`config.mk`:
```
export PLATFORM = sky130hd
export DESIGN_NAME = instruction_fetch_unit_flat
export DESIGN_NICKNAME = d
export VERILOG_FILES = /design/src/rtl/instruction_fetch_unit_if.sv /design/src/rtl/instruction_fetch_unit.sv /design/src/flat_wrapper.sv
export SDC_FILE = /design/constraint.sdc
export NUM_CORES = 1
export LEC_CHECK = 0
export BUFFER_PORTS_ARGS = -buffer_cell sky130_fd_sc_hd__buf_2
export CAP_MARGIN = 20
export CORE_ASPECT_RATIO = 0.9
export CORE_MARGIN = 2
export CORE_UTILIZATION = 40
export DETAILED_ROUTE_END_ITERATION = 8
export GPL_ROUTABILITY_DRIVEN = 1
export GPL_TIMING_DRIVEN = 0
export PLACE_DENSITY = 0.73
export SETUP_SLACK_MARGIN = 0.3
export SYNTH_ARGS = -nofsm -noshare
export SYNTH_HDL_FRONTEND = slang
export SYNTH_SLANG_ARGS = --single-unit
```
`constraint.sdc`:
```
create_clock -name Clk -period 5.1 [get_ports Clk]
set_input_delay 0.51 -clock Clk [delete_from_list [all_inputs] [get_ports Clk]]
set_output_delay 0.51 -clock Clk [all_outputs]
set_load 0.1 [all_outputs]
```
`src/rtl/instruction_fetch_unit_if.sv`:
```
// Fetch-unit bus: hazard/redirect controls in, instruction memory port and IF/ID register out.
// FETCH_ALIGN_CHECK_EN adds the Misaligned status output.
interface instruction_fetch_unit_if;
    localparam int unsigned XLEN = 32;

    logic            Stall;
    logic            BranchTaken;
    logic [XLEN-1:0] BranchTarget;
    logic [XLEN-1:0] IMemInstruction;
    logic [XLEN-1:0] IMemAddress;
    logic [XLEN-1:0] PC;
    logic [XLEN-1:0] IF_ID_Instruction;
    logic [XLEN-1:0] IF_ID_PCPlus4;
    logic            IF_ID_Valid;
    logic [XLEN-1:0] FetchCount;
    logic            Halted;
`ifdef FETCH_ALIGN_CHECK_EN
    logic            Misaligned;
`endif

    // Fetch unit side: initiator toward instruction memory and decode
    modport master (
        input  Stall, BranchTaken, BranchTarget, IMemInstruction,
        output IMemAddress, PC, IF_ID_Instruction, IF_ID_PCPlus4, IF_ID_Valid,
`ifdef FETCH_ALIGN_CHECK_EN
        output Misaligned,
`endif
        output FetchCount, Halted
    );

    // Environment side: hazard unit, ID redirect logic, memory, decode
    modport slave (
        output Stall, BranchTaken, BranchTarget, IMemInstruction,
        input  IMemAddress, PC, IF_ID_Instruction, IF_ID_PCPlus4, IF_ID_Valid,
`ifdef FETCH_ALIGN_CHECK_EN
        input  Misaligned,
`endif
        input  FetchCount, Halted
    );
endinterface

```
`src/rtl/instruction_fetch_unit.sv`:
```
// Instruction fetch stage: owns the PC, fills IF/ID, handles stall/redirect/halt.
// Optional FETCH_ALIGN_CHECK_EN: misaligned redirect targets halt fetch and raise Misaligned.
module instruction_fetch_unit #(
    parameter logic [31:0] RESET_PC  = 32'h0000_0000,
    parameter logic [31:0] HALT_WORD = 32'h0000_000C
) (
    input  logic                     Clk,
    input  logic                     Reset,
    instruction_fetch_unit_if.master bus
);
    localparam int unsigned XLEN = 32;

    typedef enum logic [1:0] {
        BOOT   = 2'd0,
        RUN    = 2'd1,
        HALTED = 2'd2
    } state_t;

    state_t          state_q, state_d;
    logic [XLEN-1:0] pc_q, pc_d;
    logic [XLEN-1:0] instr_q, instr_d;
    logic [XLEN-1:0] pc4_q, pc4_d;
    logic            valid_q, valid_d;
    logic [XLEN-1:0] count_q, count_d;
    logic            halted_q, halted_d;
`ifdef FETCH_ALIGN_CHECK_EN
    logic            misaligned_q, misaligned_d;
`endif

    logic [XLEN-1:0] pc_plus4;
    logic [XLEN-1:0] count_inc;
    logic            is_halt_word;

    assign pc_plus4     = pc_q + XLEN'(4);
    assign count_inc    = (count_q == {XLEN{1'b1}}) ? count_q : count_q + XLEN'(1);
    assign is_halt_word = (bus.IMemInstruction == HALT_WORD);

    // State and pipeline registers
    always_ff @(posedge Clk or negedge Reset) begin
        if (!Reset) begin
            state_q      <= BOOT;
            pc_q         <= RESET_PC;
            instr_q      <= '0;
            pc4_q        <= '0;
            valid_q      <= 1'b0;
            count_q      <= '0;
            halted_q     <= 1'b0;
`ifdef FETCH_ALIGN_CHECK_EN
            misaligned_q <= 1'b0;
`endif
        end else begin
            state_q      <= state_d;
            pc_q         <= pc_d;
            instr_q      <= instr_d;
            pc4_q        <= pc4_d;
            valid_q      <= valid_d;
            count_q      <= count_d;
            halted_q     <= halted_d;
`ifdef FETCH_ALIGN_CHECK_EN
            misaligned_q <= misaligned_d;
`endif
        end
    end

    // Next-state and next-register values; redirect beats stall beats fetch
    always_comb begin
        state_d      = state_q;
        pc_d         = pc_q;
        instr_d      = instr_q;
        pc4_d        = pc4_q;
        valid_d      = valid_q;
        count_d      = count_q;
        halted_d     = halted_q;
`ifdef FETCH_ALIGN_CHECK_EN
        misaligned_d = misaligned_q;
`endif

        case (state_q)
            BOOT: begin
                state_d = RUN;
            end

            RUN: begin
                if (bus.BranchTaken) begin
                    instr_d = '0;
                    pc4_d   = '0;
                    valid_d = 1'b0;
`ifdef FETCH_ALIGN_CHECK_EN
                    if (bus.BranchTarget[1:0] != 2'b00) begin
                        misaligned_d = 1'b1;
                        halted_d     = 1'b1;
                        state_d      = HALTED;
                    end else begin
                        pc_d = bus.BranchTarget;
                    end
`else
                    pc_d = bus.BranchTarget & ~XLEN'(3);
`endif
                end else if (!bus.Stall) begin
                    instr_d = bus.IMemInstruction;
                    pc4_d   = pc_plus4;
                    valid_d = 1'b1;
                    count_d = count_inc;
                    if (is_halt_word) begin
                        halted_d = 1'b1;
                        state_d  = HALTED;
                    end else begin
                        pc_d = pc_plus4;
                    end
                end
            end

            HALTED: begin
                instr_d = '0;
                pc4_d   = '0;
                valid_d = 1'b0;
            end

            default: begin
                state_d = BOOT;
            end
        endcase
    end

    assign bus.IMemAddress       = pc_q;
    assign bus.PC                = pc_q;
    assign bus.IF_ID_Instruction = instr_q;
    assign bus.IF_ID_PCPlus4     = pc4_q;
    assign bus.IF_ID_Valid       = valid_q;
    assign bus.FetchCount        = count_q;
    assign bus.Halted            = halted_q;
`ifdef FETCH_ALIGN_CHECK_EN
    assign bus.Misaligned        = misaligned_q;
`endif

endmodule

```
`src/flat_wrapper.sv`:
```
// flat-port wrapper written by rule: the top's interface ports become plain ports
module instruction_fetch_unit_flat 
#(
    parameter logic [31:0] RESET_PC  = 32'h0000_0000,
    parameter logic [31:0] HALT_WORD = 32'h0000_000C
)
  (Clk, Reset, bus_Stall, bus_BranchTaken, bus_BranchTarget, bus_IMemInstruction, bus_IMemAddress, bus_PC, bus_IF_ID_Instruction, bus_IF_ID_PCPlus4, bus_IF_ID_Valid, bus_FetchCount, bus_Halted);
  instruction_fetch_unit_if bus_i ();
  input  logic Clk;
  input  logic Reset;
  input wire logic [$bits(bus_i.Stall)-1:0] bus_Stall;
  input wire logic [$bits(bus_i.BranchTaken)-1:0] bus_BranchTaken;
  input wire logic [$bits(bus_i.BranchTarget)-1:0] bus_BranchTarget;
  input wire logic [$bits(bus_i.IMemInstruction)-1:0] bus_IMemInstruction;
  output wire logic [$bits(bus_i.IMemAddress)-1:0] bus_IMemAddress;
  output wire logic [$bits(bus_i.PC)-1:0] bus_PC;
  output wire logic [$bits(bus_i.IF_ID_Instruction)-1:0] bus_IF_ID_Instruction;
  output wire logic [$bits(bus_i.IF_ID_PCPlus4)-1:0] bus_IF_ID_PCPlus4;
  output wire logic [$bits(bus_i.IF_ID_Valid)-1:0] bus_IF_ID_Valid;
  output wire logic [$bits(bus_i.FetchCount)-1:0] bus_FetchCount;
  output wire logic [$bits(bus_i.Halted)-1:0] bus_Halted;
  assign bus_i.Stall = bus_Stall;
  assign bus_i.BranchTaken = bus_BranchTaken;
  assign bus_i.BranchTarget = bus_BranchTarget;
  assign bus_i.IMemInstruction = bus_IMemInstruction;
  assign bus_IMemAddress = bus_i.IMemAddress;
  assign bus_PC = bus_i.PC;
  assign bus_IF_ID_Instruction = bus_i.IF_ID_Instruction;
  assign bus_IF_ID_PCPlus4 = bus_i.IF_ID_PCPlus4;
  assign bus_IF_ID_Valid = bus_i.IF_ID_Valid;
  assign bus_FetchCount = bus_i.FetchCount;
  assign bus_Halted = bus_i.Halted;
  instruction_fetch_unit #(.RESET_PC(RESET_PC), .HALT_WORD(HALT_WORD)) u_core (.Clk(Clk), .Reset(Reset), .bus(bus_i));
endmodule
```
; ---- Word level (Yosys, flattened, before mapping)
; Index checks and enable logic that the tools add are counted.
[word_totals]
regBits = 132
inputBits = 68
output_inout_bits = 162
wordCells = 46
[classes]
n_addsub = 2
n_eq_ne = 10
muxes = 16
n_bitwise = 4
reduce_logical = 7
[ops]
columns = cell, n
row1 = 32-bit two-way mux, 7
row2 = 32-bit case mux with 2 select lines, 2
row3 = 32-bit by 1-bit adder with 32-bit output (second input constant), 1
row4 = 32-bit by 3-bit adder with 32-bit output (second input constant), 1
row5 = 32-bit == test (second input constant), 1
row6 = 32-bit by 4-bit == test with 1-bit output (second input constant), 1
row7 = 4-bit AND reduction, 3
row8 = 2-bit two-way mux, 3
row9 = 2-bit inequality test (second input constant), 3
row10 = 2-bit case mux with 3 select lines, 1
row11 = 2-bit by 1-bit inequality test with 1-bit output (second input constant), 2
row12 = 1-bit inverter, 4
row13 = 3-bit inequality test (second input constant), 1
row14 = 3-bit AND reduction, 1
row15 = 2-bit by 1-bit == test with 1-bit output (second input constant), 1
row16 = 2-bit == test (second input constant), 1
row17 = 2-bit logical NOT, 1
row18 = 1-bit two-way mux, 2
row19 = 1-bit case mux with 2 select lines, 1
row20 = 2-bit AND reduction, 1
row21 = 2-bit nonzero test, 1

; ---- Longest topological paths before layout
[depth]
word_depth = 5
mapped_depth = 8

; ---- Least setup slack after synthesis
; No wires, ideal clock.
[synth_path]
kind = reg2reg
start = register u_core.pc_q[12], in the netlist u_core.bus.IMemAddress[12]
end = register u_core.pc_q[20], in the netlist u_core.bus.IMemAddress[20]
setup_time_ns = 0.130
t_arrival_ns = 2.733
t_required_ns = 4.970
path_slack_ns = 2.237
path_stages_with_launch = 8
path_buffers = 2
path_cell_list = dfrtp_1 > buf_2 > nand3_1 > nor3_1 > clkbuf_1 > nand2_1 > nor4_1 > nor3_1
[synth_via]
elab_chain_len = 4
[synth_lines]
columns = element, line
row1 = start: declaration, instruction_fetch_unit.sv:20  ; logic [XLEN-1:0] pc_q, pc_d;
row2 = start signal: assignment, instruction_fetch_unit.sv:53  ; pc_q <= pc_d;
row3 = 32-bit by 3-bit adder with 32-bit output, instruction_fetch_unit.sv:34  ; assign pc_plus4 = pc_q + XLEN'(4);
row4 = 32-bit two-way mux, instruction_fetch_unit.sv:104  ; if (is_halt_word) begin
row5 = 32-bit two-way mux, instruction_fetch_unit.sv:99  ; end else if (!bus.Stall) begin
row6 = 32-bit two-way mux, instruction_fetch_unit.sv:84  ; if (bus.BranchTaken) begin
; No other way between the ends. The select of a mux whose other input is x is not followed.
; A chain may end at the register's enable or synchronous reset.

; ---- Worst setup path after layout
[layout_path]
start = register u_core.pc_q[13], in the netlist u_core.bus.IMemAddress[13]
end = register u_core.pc_q[30], in the netlist u_core.bus.IMemAddress[30]
; The elaborated chain is that of the path after synthesis.

==> reports/summary.json <==
{
  "grt_first_pass_wirelength_um": 31400,
  "synth-edff-count": 0,
  "dpl_cell_area_sq_um": 8010,
  "place.gp.congestion": 0.902,
  "maxClockFrequency_mhz": 337,
  "clock_tree.htree_level_count": 4,
  "slew-limit-headroom_pct": 28.1,
  "route.vias.total": 6234,
  "maximum_root_to_sink_buffer_count": 2,
  "min_path_type": "in -> async",
  "path_max_fanout": 10,
  "clockPowerShare_pct": 35.2,
  "hpwl_um": 14500,
  "grt_max_degree": 67,
  "static-leakage-power_nw": 4.29,
  "critical_path.n_buffers_inverters": 2,
  "post_synth_inst_count": 669,
  "mostFrequentLayoutCell": "buf_2",
  "cts.root.buffer_cell": "clkbuf_16",
  "max_transition_viols_final": 0,
  "power.sequential.fraction_pct": 30.2,
  "area_delta_synth_final_pct": 32.0,
  "timing.critical_path.cells": "clkbuf_1 -> nand3_1 -> nor3_1 -> clkbuf_1 -> nand2_1 -> nor4_1 -> nor3_1",
  "ys.flop_type": "dfrtp_1",
  "worst_case_setup_slack_after_placement_ps": 2000,
  "cp.arrival_ps": 3270,
  "overflow": 0,
  "timing.critical_path.from_type": "flip-flop",
  "synthesis.area_sq_um": 6590,
  "layout_min_cycle_time_ps": 2970,
  "timing.setup.critical_path_class": "reg -> reg",
  "worst_pin_slew_ps": 1070,
  "tritoncts.num_buffers": 17,
  "placementRows": 44,
  "ir_drop_mv": 0.445,
  "final_design_area_no_fill_sq_um": 8700,
  "setup_total_negative_slack_ps": 0,
  "comb_power_share_pct": 34.5,
  "crit_family": "simple AND/OR/NAND/NOR gates",
  "cts_tree": "done",
  "run_status": "finished clean",
  "detailedRoute.firstIterationViolations": 414,
  "postCtsSetupBuffers": 0,
  "routed_wirelength_um": 19900,
  "maxCapViolations": 0,
  "critical_path.slowest_cell": "nor3_1",
  "switching_share_pct": 41.9,
  "post-layout-total-power_w": 0.00400,
  "flops_latches_synth": 129,
  "clk_latency_ps": 420,
  "fin_worst_skew_ps": 7.77,
  "r2r_start": "u_core.bus.IMemAddress[13]",
  "required_ps": 5400,
  "worst_path_largest_cell_delay_ps": 910,
  "start_util_pct": 40.9,
  "ctsHoldBuffers": 0,
  "powerDensity_nw_per_um2": 460,
  "finish.cell_count_without_fillers": 1135,
  "detail_route.wl_per_cell_um": 17.5,
  "yosysWarningCount": 0,
  "yosys.cell_types.count": 51,
  "crit_path_end_kind": "flip-flop",
  "place.port_buffers": 223,
  "final_layout_size_suffix_gt1_share_pct": 32.0,
  "setup.reg_to_reg.worst_slack_ps": 2130,
  "grt_pass1_vias": 5975,
  "post-place-cells": 1103,
  "route.antenna.remaining_nets": 0,
  "grt_util_all_layers_pct": 22.7,
  "detail_route.drc_violations": 0,
  "internal_power_w": 0.00232,
  "design.final.nets": 985,
  "grt_antenna_before_repair": 0,
  "hold_viol_final": 0,
  "die_h_um": 126,
  "floorplan.die.width_um": 139,
  "avgViaCountPerCell": 5.49,
  "worstRegToRegCells": 7,
  "io_pins": 230,
  "antenna_cells": 0,
  "setup_viol": 0,
  "worstReg2RegEnd": "u_core.bus.IMemAddress[30]",
  "most-common-layout-cells": "buf_2 (225), dfrtp_1 (129), nand2_1 (71)",
  "synth_async_sr_flop_share_pct": 100,
  "placeableCoreArea_sq_um": 16100,
  "timing.final.ws_setup_ps": 2130,
  "power.net_switching_w": 0.00168,
  "count_of_clock_tree_sinks": 129,
  "synth_seq_area_share_pct": 49.0,
  "floorplan.die_area_sq_um": 17500,
  "rsz0062_at_grt": "no",
  "syn-mean-instance-area_sq_um": 9.85,
  "detailedRoute.firstPassIterationCount": 5,
  "postCtsResizedCells": 0,
  "fin_crit_sh_pct": 58.2,
  "clkTransAtPathRegs_ps": 60
}
==> area by class of cell <==
cell class              count  area [sq um]
fillers                  1465          7430
well taps                 207           259
multi-input cells         458          2920
flip-flops and latches    129          3230
inverters                   9          33.8
clock buffers              23           488
clock inverters             9           200
repair buffers            224          1150
plain buffers              76           420
==> how the worst max path moves through the flow <==
stage	from	end	slack, ps	cells past startpoint
floorplan	u_core.bus.IMemAddress[12]	u_core.bus.IMemAddress[20]	2240	7
global route	u_core.bus.IMemAddress[13]	u_core.bus.IMemAddress[20]	1900	7
CTS	u_core.bus.IMemAddress[13]	u_core.bus.IMemAddress[30]	2190	7
finish	u_core.bus.IMemAddress[13]	u_core.bus.IMemAddress[30]	2130	7
detailed placement	bus_BranchTaken	u_core.bus.IMemAddress[19]	2000	9
global placement	Reset	u_core.bus.IF_ID_PCPlus4[22]	1740	1
==> power by group through the flow <==
stage / sequential [W] / combinational [W] / clock, W
after global routing: 0.00122 / 0.00143 / 0.00148
after detailed placement: 0.00122 / 0.00138 / 0
after floorplan: 0.00184 / 0.000498 / 0
after global placement: 0.00122 / 0.00137 / 0
final: 0.00121 / 0.00138 / 0.00141
after CTS: 0.00121 / 0.00138 / 0.00143
==> per-layer routing <==
layer,GRT usage [%],part of all wire [%],wire length [um],vias to the layer above
met5,0,0,0,-
met4,7.49,1.7,330,0
met3,5.59,7.9,1570,27
met2,35.1,46,9150,287
met1,31.4,44,8800,3005
li1,-,-,-,2915
==> cell usage after synthesis, types with 3 or more instances <==
cell type  number  area share (%)
buf_2           3            0.23
nand4_1        25             2.4
a22o_1         37             4.9
buf_4          35             4.0
inv_1           8            0.46
nand2_1        71             4.0
and3_1         10            0.95
xor2_1         20             2.7
nand3_1        32             2.4
a311oi_1        5            0.66
o211ai_1        8            0.91
nor2_1         26             1.5
o21ai_0        38             2.9
nor3_1         14             1.1
mux2i_1        18             2.7
nor4_1         16             1.5
dfrtp_1       129              49
o2111ai_1       3            0.40
xnor2_1        38             5.0
and4_1          6            0.80
and2_1          6            0.57
or3_1           3            0.28
clkbuf_1       36             2.1
a21oi_1        22             1.7
o22ai_1        19             1.8
a21o_1          3            0.34
==> sequential cells by signal (all words and copies together) (netlist names) <==
signal                        count
u_core.bus.IF_ID_PCPlus4         31
u_core.bus.Halted                 1
u_core.bus.IF_ID_Valid            1
u_core.bus.IF_ID_Instruction     32
u_core.bus.FetchCount            32
u_core.bus.IMemAddress           30
u_core.state_q                    2
==> cells by family after synthesis <==
family          Yosys count  share of synthesized area, %
compound gates          153                          15.9
flops                   129                          49.0
simple gates            222                          17.2
buf+inv                  85                          6.89
xor+xnor                 58                          7.71
mux                      19                          2.90
other cells               1                        0.0569
fa+ha+maj                 2                         0.380
==> stage by stage <==
step	hold slack, ps	utilization [%]
2_1_floorplan	214	-
3_3_place_gp	436	49.5
3_5_place_dp	454	49.7
4_1_cts	84.9	53.9
5_1_grt	109	53.9
6_report	66.7	53.9
Power figures use the tool's default switching activity.
